==> src/rtl/mem_access_pkg.sv <==
// ============================================================================
// Module : mem_access_pkg
// Shared bus widths, access encodings and FSM state for the memory stage.
// Rev    : 1.0
// ============================================================================
`default_nettype none

package mem_access_pkg;

  localparam int ADDR_W     = 32;
  localparam int DATA_W     = 32;
  localparam int REG_ADDR_W = 5;
  localparam int SEL_W      = 4;

  localparam logic [SEL_W-1:0] MEM_SEL_BYTE = 4'b0001;
  localparam logic [SEL_W-1:0] MEM_SEL_WORD = 4'b1111;

  typedef enum logic [0:0] {
    ST_IDLE = 1'b0,
    ST_BUSY = 1'b1
  } state_t;

  // Caller guarantees at least one of rd/wr is set.
  function automatic logic access_illegal(input logic             rd,
                                          input logic             wr,
                                          input logic [SEL_W-1:0] sel,
                                          input logic [1:0]       addr_lo);
    logic bad_sel;
    logic misaligned;
    bad_sel    = (sel != MEM_SEL_BYTE) && (sel != MEM_SEL_WORD);
    misaligned = (sel == MEM_SEL_WORD) && (addr_lo != 2'b00);
    return bad_sel || misaligned || (rd && wr);
  endfunction

endpackage

`default_nettype wire

==> src/rtl/mem_lane_align.sv <==
// ============================================================================
// Module : mem_lane_align
// Byte-lane steering: store replication/enables and load extract/extend.
// Rev    : 1.0
// ============================================================================
`default_nettype none

module mem_lane_align
  import mem_access_pkg::*;
(
  input  logic [1:0]       st_addr_lo,
  input  logic [SEL_W-1:0] st_sel,
  input  logic [DATA_W-1:0] st_data,
  output logic [3:0]       st_be,
  output logic [DATA_W-1:0] st_wdata,
  input  logic [1:0]       ld_addr_lo,
  input  logic [SEL_W-1:0] ld_sel,
  input  logic             ld_sign_ext,
  input  logic [DATA_W-1:0] ld_rdata,
  output logic [DATA_W-1:0] ld_result
);

  logic [7:0] ld_byte;

  always_comb begin
    st_be     = 4'b1111;
    st_wdata  = st_data;
    ld_byte   = ld_rdata[{ld_addr_lo, 3'b000} +: 8];
    ld_result = ld_rdata;
    if (st_sel == MEM_SEL_BYTE) begin
      st_be    = 4'b0001 << st_addr_lo;
      st_wdata = {4{st_data[7:0]}};
    end
    if (ld_sel == MEM_SEL_BYTE) begin
      ld_result = {{24{ld_sign_ext & ld_byte[7]}}, ld_byte};
    end
  end

endmodule

`default_nettype wire

==> src/rtl/mem_access.sv <==
// ============================================================================
// Module : mem_access
// Memory pipeline stage: issues data-RAM requests, stalls upstream, feeds WB.
// Rev    : 1.0
// ============================================================================
`default_nettype none

module mem_access
  import mem_access_pkg::*;
#(
  parameter int ADDR_WIDTH = 32,
  parameter int DATA_WIDTH = 32
) (
  input  logic                  clk,
  input  logic                  rst,
  input  logic                  valid_i,
  input  logic                  mem_read_flag,
  input  logic                  mem_write_flag,
  input  logic                  mem_sign_ext_flag,
  input  logic [3:0]            mem_sel,
  input  logic [DATA_WIDTH-1:0] mem_write_data,
  input  logic [ADDR_WIDTH-1:0] address_i,
  input  logic [DATA_WIDTH-1:0] result_i,
  input  logic                  write_reg_en_i,
  input  logic [4:0]            write_reg_addr_i,
  output logic                  stall_request,
  output logic                  ram_en,
  output logic [3:0]            ram_write_en,
  output logic [ADDR_WIDTH-1:0] ram_addr,
  output logic [DATA_WIDTH-1:0] ram_write_data,
  input  logic [DATA_WIDTH-1:0] ram_read_data,
  input  logic                  ram_ready,
  output logic                  valid_o,
  output logic [DATA_WIDTH-1:0] result_o,
  output logic                  write_reg_en_o,
  output logic [4:0]            write_reg_addr_o,
  output logic                  addr_error
);

  state_t                  state_q, state_d;
  logic                    lat_read_q, lat_read_d;
  logic                    lat_sign_q, lat_sign_d;
  logic [3:0]              lat_sel_q, lat_sel_d;
  logic [1:0]              lat_addr_lo_q, lat_addr_lo_d;
  logic                    lat_wen_q, lat_wen_d;
  logic [4:0]              lat_waddr_q, lat_waddr_d;
  logic                    ram_en_q, ram_en_d;
  logic [3:0]              ram_we_q, ram_we_d;
  logic [ADDR_WIDTH-1:0]   ram_addr_q, ram_addr_d;
  logic [DATA_WIDTH-1:0]   ram_wdata_q, ram_wdata_d;
  logic                    valid_q, valid_d;
  logic [DATA_WIDTH-1:0]   result_q, result_d;
  logic                    wen_q, wen_d;
  logic [4:0]              waddr_q, waddr_d;
  logic                    err_q, err_d;

  logic                    mem_access_req;
  logic                    mem_illegal;
  logic                    mem_legal;
  logic [3:0]              st_be;
  logic [DATA_WIDTH-1:0]   st_wdata;
  logic [DATA_WIDTH-1:0]   ld_result;

  assign mem_access_req = valid_i && (mem_read_flag || mem_write_flag);
  assign mem_illegal    = mem_access_req &&
                          access_illegal(mem_read_flag, mem_write_flag, mem_sel, address_i[1:0]);
  assign mem_legal      = mem_access_req && !mem_illegal;

  // Store side steers the incoming op; load side uses the op latched in BUSY.
  mem_lane_align u_lane (
    .st_addr_lo  (address_i[1:0]),
    .st_sel      (mem_sel),
    .st_data     (mem_write_data),
    .st_be       (st_be),
    .st_wdata    (st_wdata),
    .ld_addr_lo  (lat_addr_lo_q),
    .ld_sel      (lat_sel_q),
    .ld_sign_ext (lat_sign_q),
    .ld_rdata    (ram_read_data),
    .ld_result   (ld_result)
  );

  always_comb begin
    state_d       = state_q;
    lat_read_d    = lat_read_q;
    lat_sign_d    = lat_sign_q;
    lat_sel_d     = lat_sel_q;
    lat_addr_lo_d = lat_addr_lo_q;
    lat_wen_d     = lat_wen_q;
    lat_waddr_d   = lat_waddr_q;
    ram_en_d      = ram_en_q;
    ram_we_d      = ram_we_q;
    ram_addr_d    = ram_addr_q;
    ram_wdata_d   = ram_wdata_q;
    valid_d       = 1'b0;
    result_d      = result_q;
    wen_d         = 1'b0;
    waddr_d       = waddr_q;
    err_d         = 1'b0;

    case (state_q)
      ST_IDLE: begin
        if (mem_legal) begin
          state_d       = ST_BUSY;
          lat_read_d    = mem_read_flag;
          lat_sign_d    = mem_sign_ext_flag;
          lat_sel_d     = mem_sel;
          lat_addr_lo_d = address_i[1:0];
          lat_wen_d     = write_reg_en_i;
          lat_waddr_d   = write_reg_addr_i;
          ram_en_d      = 1'b1;
          ram_addr_d    = {address_i[ADDR_WIDTH-1:2], 2'b00};
          ram_we_d      = mem_write_flag ? st_be : 4'b0000;
          ram_wdata_d   = mem_write_flag ? st_wdata : '0;
        end else if (mem_illegal) begin
          valid_d  = 1'b1;
          err_d    = 1'b1;
          result_d = '0;
          waddr_d  = write_reg_addr_i;
        end else if (valid_i) begin
          valid_d  = 1'b1;
          result_d = result_i;
          wen_d    = write_reg_en_i;
          waddr_d  = write_reg_addr_i;
        end
      end
      ST_BUSY: begin
        if (ram_ready) begin
          state_d  = ST_IDLE;
          ram_en_d = 1'b0;
          ram_we_d = 4'b0000;
          valid_d  = 1'b1;
          result_d = lat_read_q ? ld_result : '0;
          wen_d    = lat_read_q && lat_wen_q;
          waddr_d  = lat_waddr_q;
        end
      end
      default: state_d = ST_IDLE;
    endcase
  end

  always_ff @(posedge clk) begin
    if (!rst) begin
      state_q       <= ST_IDLE;
      lat_read_q    <= 1'b0;
      lat_sign_q    <= 1'b0;
      lat_sel_q     <= 4'b0000;
      lat_addr_lo_q <= 2'b00;
      lat_wen_q     <= 1'b0;
      lat_waddr_q   <= 5'd0;
      ram_en_q      <= 1'b0;
      ram_we_q      <= 4'b0000;
      ram_addr_q    <= '0;
      ram_wdata_q   <= '0;
      valid_q       <= 1'b0;
      result_q      <= '0;
      wen_q         <= 1'b0;
      waddr_q       <= 5'd0;
      err_q         <= 1'b0;
    end else begin
      state_q       <= state_d;
      lat_read_q    <= lat_read_d;
      lat_sign_q    <= lat_sign_d;
      lat_sel_q     <= lat_sel_d;
      lat_addr_lo_q <= lat_addr_lo_d;
      lat_wen_q     <= lat_wen_d;
      lat_waddr_q   <= lat_waddr_d;
      ram_en_q      <= ram_en_d;
      ram_we_q      <= ram_we_d;
      ram_addr_q    <= ram_addr_d;
      ram_wdata_q   <= ram_wdata_d;
      valid_q       <= valid_d;
      result_q      <= result_d;
      wen_q         <= wen_d;
      waddr_q       <= waddr_d;
      err_q         <= err_d;
    end
  end

  assign stall_request = rst && ((state_q == ST_IDLE) ? mem_legal : !ram_ready);

  assign ram_en           = ram_en_q;
  assign ram_write_en     = ram_we_q;
  assign ram_addr         = ram_addr_q;
  assign ram_write_data   = ram_wdata_q;
  assign valid_o          = valid_q;
  assign result_o         = result_q;
  assign write_reg_en_o   = wen_q;
  assign write_reg_addr_o = waddr_q;
  assign addr_error       = err_q;

endmodule

`default_nettype wire

==> config.mk <==
export PLATFORM = sky130hd
export DESIGN_NAME = mem_access
export DESIGN_NICKNAME = d
export VERILOG_FILES = /design/src/rtl/mem_access_pkg.sv /design/src/rtl/mem_lane_align.sv /design/src/rtl/mem_access.sv
export SDC_FILE = /design/constraint.sdc
export NUM_CORES = 1
export LEC_CHECK = 0
export BUFFER_PORTS_ARGS = -buffer_cell sky130_fd_sc_hd__buf_2
export CELL_PAD_IN_SITES_DETAIL_PLACEMENT = 0
export CELL_PAD_IN_SITES_GLOBAL_PLACEMENT = 1
export CORE_MARGIN = 4
export CORE_UTILIZATION = 32
export DETAILED_ROUTE_END_ITERATION = 10
export GPL_TIMING_DRIVEN = 1
export PLACE_DENSITY = 0.84
export SETUP_SLACK_MARGIN = 0.5
export SLEW_MARGIN = 20
export SYNTH_ARGS = -nofsm -noshare
export SYNTH_HDL_FRONTEND = slang
export SYNTH_SLANG_ARGS = --single-unit
==> constraint.sdc <==
create_clock -name clk -period 2.16 [get_ports clk]
set_input_delay 0.108 -clock clk [delete_from_list [all_inputs] [get_ports clk]]
set_output_delay 0.108 -clock clk [all_outputs]
set_load 0.05 [all_outputs]
## After elaboration in Yosys (flattened, before gate mapping)

Index checks and enable logic that the tools add are counted.

- Bits in registers: 122
- Word-level logic and storage cells: 85
- Input port bits: 145

- Shifts and indexed selects: 2
- Muxes and demuxes: 37
- Eq/ne operators: 9
- Reduce and logical (&&, ||, !) cells: 18
- Bitwise logic cells: 3

Operator list:

| kind | count |
|---|---|
| two-way mux 32 bit | 8 |
| case mux 32 bit (2 select lines) | 1 |
| indexed part select 32 x 6 -> 8 bit | 1 |
| two-way mux 5 bit | 4 |
| two-way mux 4 bit | 4 |
| two-way mux 1 bit | 14 |
| case mux 5 bit (2 select lines) | 1 |
| equality test 4 x 1 -> 1 bit, second input constant | 2 |
| logical AND 1 bit | 8 |
| case mux 1 bit (2 select lines) | 4 |
| case mux 4 bit (2 select lines) | 1 |
| inequality test 2 bit, second input constant | 3 |
| equality test 4 bit, second input constant | 1 |
| inequality test 4 x 1 -> 1 bit, second input constant | 1 |
| inequality test 4 bit, second input constant | 1 |
| AND reduction 2 bit | 2 |
| << shifter 1 x 2 -> 4 bit, first input constant | 1 |
| logical OR 1 bit | 3 |
| inequality test 3 bit, second input constant | 1 |
| AND reduction 3 bit | 1 |
| OR reduction 3 bit | 1 |
| logical NOT 1 bit | 2 |
| NOT 1 bit | 2 |
| nonzero test 2 bit | 1 |
| bitwise AND 1 bit | 1 |

## Depth between registers and ports, before layout

- Word-level depth: 9
- Gate-level depth with buffers: 8
- Depth with buffers taken out: 5

## Hierarchy

From an unflattened synthesis, not the netlist that was laid out.

- Cells, all modules: 777
- Area, all modules: 5,761.8 um2

By module, submodules not included:

| module | cells each | instances | sequential area each (um2) | area an instance (um2) |
|---|---|---|---|---|
| mem_access | 593 | 1 | 2,442.3 | 4,823.4 |
| mem_lane_align | 184 | 1 | 0.0 | 938.4 |

## Worst setup path after synthesis

No wires, ideal clock.

- Path kind: reg2out
- Start point: reg state_q
- End point: out stall_request
- Setup slack: 89 ps
- Stages on the path, launching flop included: 6
- Arrival: 1,963 ps
- Path buffers: 2
- Cell sequence: dfxtp_1 > nand2b_1 > or3_4 > buf_6 > buf_6 > a21oi_1

- Word-level cells in the longest chain between the ends: 2

RTL lines:

| item | RTL line | RTL |
|---|---|---|
| start, declared | mem_access.sv:40 | `state_t state_q, state_d;` |
| start signal, assigned | mem_access.sv:161 | `state_q <= state_d;` |
| two-way mux 1 bit | mem_access.sv:180 | `assign stall_request = rst && ((state_q == ST_IDLE) ? mem_legal : !ram_ready);` |
| logical AND 1 bit | mem_access.sv:180 |  |
| end, declared | mem_access.sv:26 | `output logic stall_request,` |

Every way passes these cells.

## Worst setup path in the final report

Ends and elaborated chain as after synthesis.

==> run_results.csv <==
group,metric,value,unit
synthesis,synth_edf_count,0,
synthesis,synthDistinctLibCells,43,
setup_path,endpoint_kind,"primary output",
sta,hold_viol_final,0,
floorplan,start_util,0.3297,
finish,syn_to_final_growth,69.85,%
route,drc_errors,0,
setup_path,reg2reg_from,"state_q",
setup_path,cp_max_fo,3,
route,final_antenna_net_count,0,
setup_path,max_stage_delay,390,ps
floorplan,placeableCoreArea,15370,sq um
setup_path,worst_setup_path_start_kind,"register",
sta,tns,0,ps
synthesis,synthCells,621,
power,p_per_area,736.9,nW/um^2
grt,grt.total_usage,0.2169,
sta,rsz0062_at_grt,"true",
sta,worst_pin_slew,774.3,ps
grt,grt_pass1_wl,31.28,mm
sta,fmax,0.5849,GHz
floorplan,ios,255,
sta,max_slew_margin,0.4704,
setup_path,worst-setup-path-type,"reg -> out",
place,post-place-ws,111.4,ps
setup_path,worst_path_max_delay_cell,"or3_4",
synthesis,ys_async_sr_fraction,0,
setup_path,cp.arrival,1600,ps
sta,finClkSkew,5.010,ps
setup_path,rrSetupSlack,550,ps
floorplan,num_rows,45,
synthesis,synth_seq_area_share,0.4820,
grt,grt_overflow_total,0,
route,wl_per_cell,16.24,um
route,drt_iter0_drc,229,
setup_path,cp_data_required_time,2050,ps
route,first_pass_iters,5,
place,dpl.hpwl,13.03,mm
setup_path,cp_top_family,"simple AND/OR/NAND/NOR gates",
clocking,insertion_delay,410,ps
clocking,cts.sink_count,122,
finish,nNetsFinal,1147,
floorplan,die_y,133.8,um
sta,maxSlewViolCount,0,
sta,period_needed,1710,ps
floorplan,dieWidth,133.8,um
route,routed-via-count,6037,
place,port_buffers,252,
setup_path,path_buf_inv,1,
power,vdd_drop_max,715.8,uV
finish,layout-drive-gt1-share,0.3261,
sta,setup-violations-final,0,
clocking,path_clk_slew,50,ps
synthesis,postSynthAreaPerCell,8.160,sq um
synthesis,synth_warnings,0,
clocking,cts_tree,"built",
route,drt_wl_total,19.93,mm
route,via_per_inst,4.920,
grt,grt_max_degree,43,
clocking,cts_root_buf,"clkbuf_16",
grt,grt_pass1_vias,6079,
clocking,cts_buffer_depth,2,
clocking,cts_inserted_buffers,17,
setup_path,crit_chain,"nand2b_4 > or3_4 > a21oi_4 > buf_8",
worst_hold_path,min_from,"ram_ready",
grt,antenna_found_initial,1,
status,status,"complete, no violations",
power,p_leak,3.850,nW
clocking,htree_num_levels,4,
sta,post-route-period-util,0.7916,
sta,layout_setup_ws,450.2,ps
floorplan,die_area,17910,sq um
worst_hold_path,hp-class,"in -> reg",
synthesis,synthesis.area,5067,sq um
synthesis,synth_ff_type,"dfxtp_1",
setup_path,startpoint,"state_q",
place,gp_congestion,0.8115,
flow_run,drv_cap,0,
synthesis,ys_seq_elements,122,
[flip-flops by register name (all words and copies together) (netlist names), 2 cells and up]
name	count
lat_addr_lo_q	2
lat_sel_q	4
lat_waddr_q	5
ram_addr	30
ram_write_data	32
ram_write_en	4
result_o	32
write_reg_addr_o	5
[synth_stat cells, drive strengths merged, types with 3 or more instances]
| cell type | count | area [sq um] |
|---|---|---|
| a211o | 6 | 52.55 |
| a211oi | 5 | 37.54 |
| a21o | 3 | 22.52 |
| a21oi | 88 | 444.2 |
| a31oi | 32 | 200.2 |
| a32oi | 4 | 35.03 |
| and2 | 11 | 68.82 |
| buf | 28 | 165.2 |
| clkbuf | 22 | 82.58 |
| dfxtp | 122 | 2442 |
| inv | 17 | 63.81 |
| mux2i | 6 | 60.06 |
| nand2 | 155 | 584.3 |
| nand3 | 9 | 45.04 |
| nor2 | 21 | 78.83 |
| nor3 | 4 | 30.03 |
| nor4b | 3 | 56.31 |
| o21ai | 35 | 175.2 |
| o22ai | 6 | 37.54 |
| o2bb2ai | 24 | 210.2 |
[where the power goes]
| part | switching (mW) | total, mW | internal [mW] |
|---|---|---|---|
| sequential | 0.0336 | 2.36 | 2.32 |
| clock | 0.989 | 3.00 | 2.01 |
| combinational | 0.572 | 0.983 | 0.411 |
| total | 1.59 | 6.34 | 4.75 |
[per-stage QoR]
step / power, mW / std cells / instance area, sq um / utilization / hold slack, ps
after floorplan: 2.874 / 622 / 5082 / - / 244.0
after global placement: 3.172 / 1055 / 6548 / 0.4260 / 350.2
after detailed placement: 3.174 / 1055 / 6548 / 0.4260 / 353.3
after CTS: 6.382 / 1222 / 8527 / 0.5547 / 12.02
after global routing: 6.605 / 1227 / 8607 / 0.5600 / 58.59
final: 6.343 / 1227 / 8607 / 0.5600 / 41.48
[layout make-up]
class                   count  area [sq um]
fillers                  1372          6764
repair buffers            410          2835
flip-flops and latches    122          2446
multi-input cells         434          2374
clock buffers              24         481.7
well taps                 211         264.0
clock inverters             8         140.1
inverters                  17         63.81
diodes                      1         2.502
[metal layers]
layer	wire (um)	global-route usage	part of all wire	vias to the layer above
met5	0	0	0	-
met4	433	0.06743	0.022	0
met3	1577	0.07577	0.079	35
met2	9738	0.3723	0.49	258
met1	8180	0.2546	0.41	2818
li1	-	-	-	2926
[worst paths after layout]
| path | end | cells past startpoint |
|---|---|---|
| min reg2reg | ram_addr[10] | 2 |
| max reg2reg | ram_addr[19] | 6 |
| min | write_reg_en_o | 3 |
| max | stall_request | 4 |
[repair_timing]
| item | 4_1_cts | 5_1_grt |
|---|---|---|
| endpoints found under the hold margin | 103 | 0 |
| buffers inserted | 8 | 3 |
| setup endpoints to repair | 103 | 60 |
| hold buffers | 126 | 0 |
| gates resized for setup | 9 | 8 |
| pin swaps | 4 | 3 |
| cloned | 1 | 1 |
[worst min-delay path, delay by kind of cell]
family	cells	cell delay (ps)
compound gates	1	70
buf+inv	1	130
simple gates	1	90
[placed cells by master, fill, tap and decap left out, types with 16 or more instances in the layout]
cell type      synthesis  layout
a21oi_1               87      86
a31oi_1               32      32
buf_2                 18     251
buf_4                  4      26
clkbuf_16              0      18
dfxtp_1              122     121
dlygate4sd3_1          0     126
inv_1                 17      16
nand2_1              154     152
nor2_1                21      21
o21ai_0               35      35
o2bb2ai_1             24      24
[cell families (layout without fill, tap and decap cells)]
kind of cell,after synthesis,in the layout,share of synthesized area
AND/OR/NAND/NOR,214,215,0.1864
AO/OA/AOI/OAI,207,207,0.2472
flip-flops,122,122,0.4820
buffers and inverters,67,459,0.06148
multiplexers,8,8,0.01852
adder cells (fa/ha/maj),1,1,0.001975
other,1,3,0.0007400
XOR/XNOR,1,1,0.001729
Note: power is estimated with default switching activity, not from simulation.
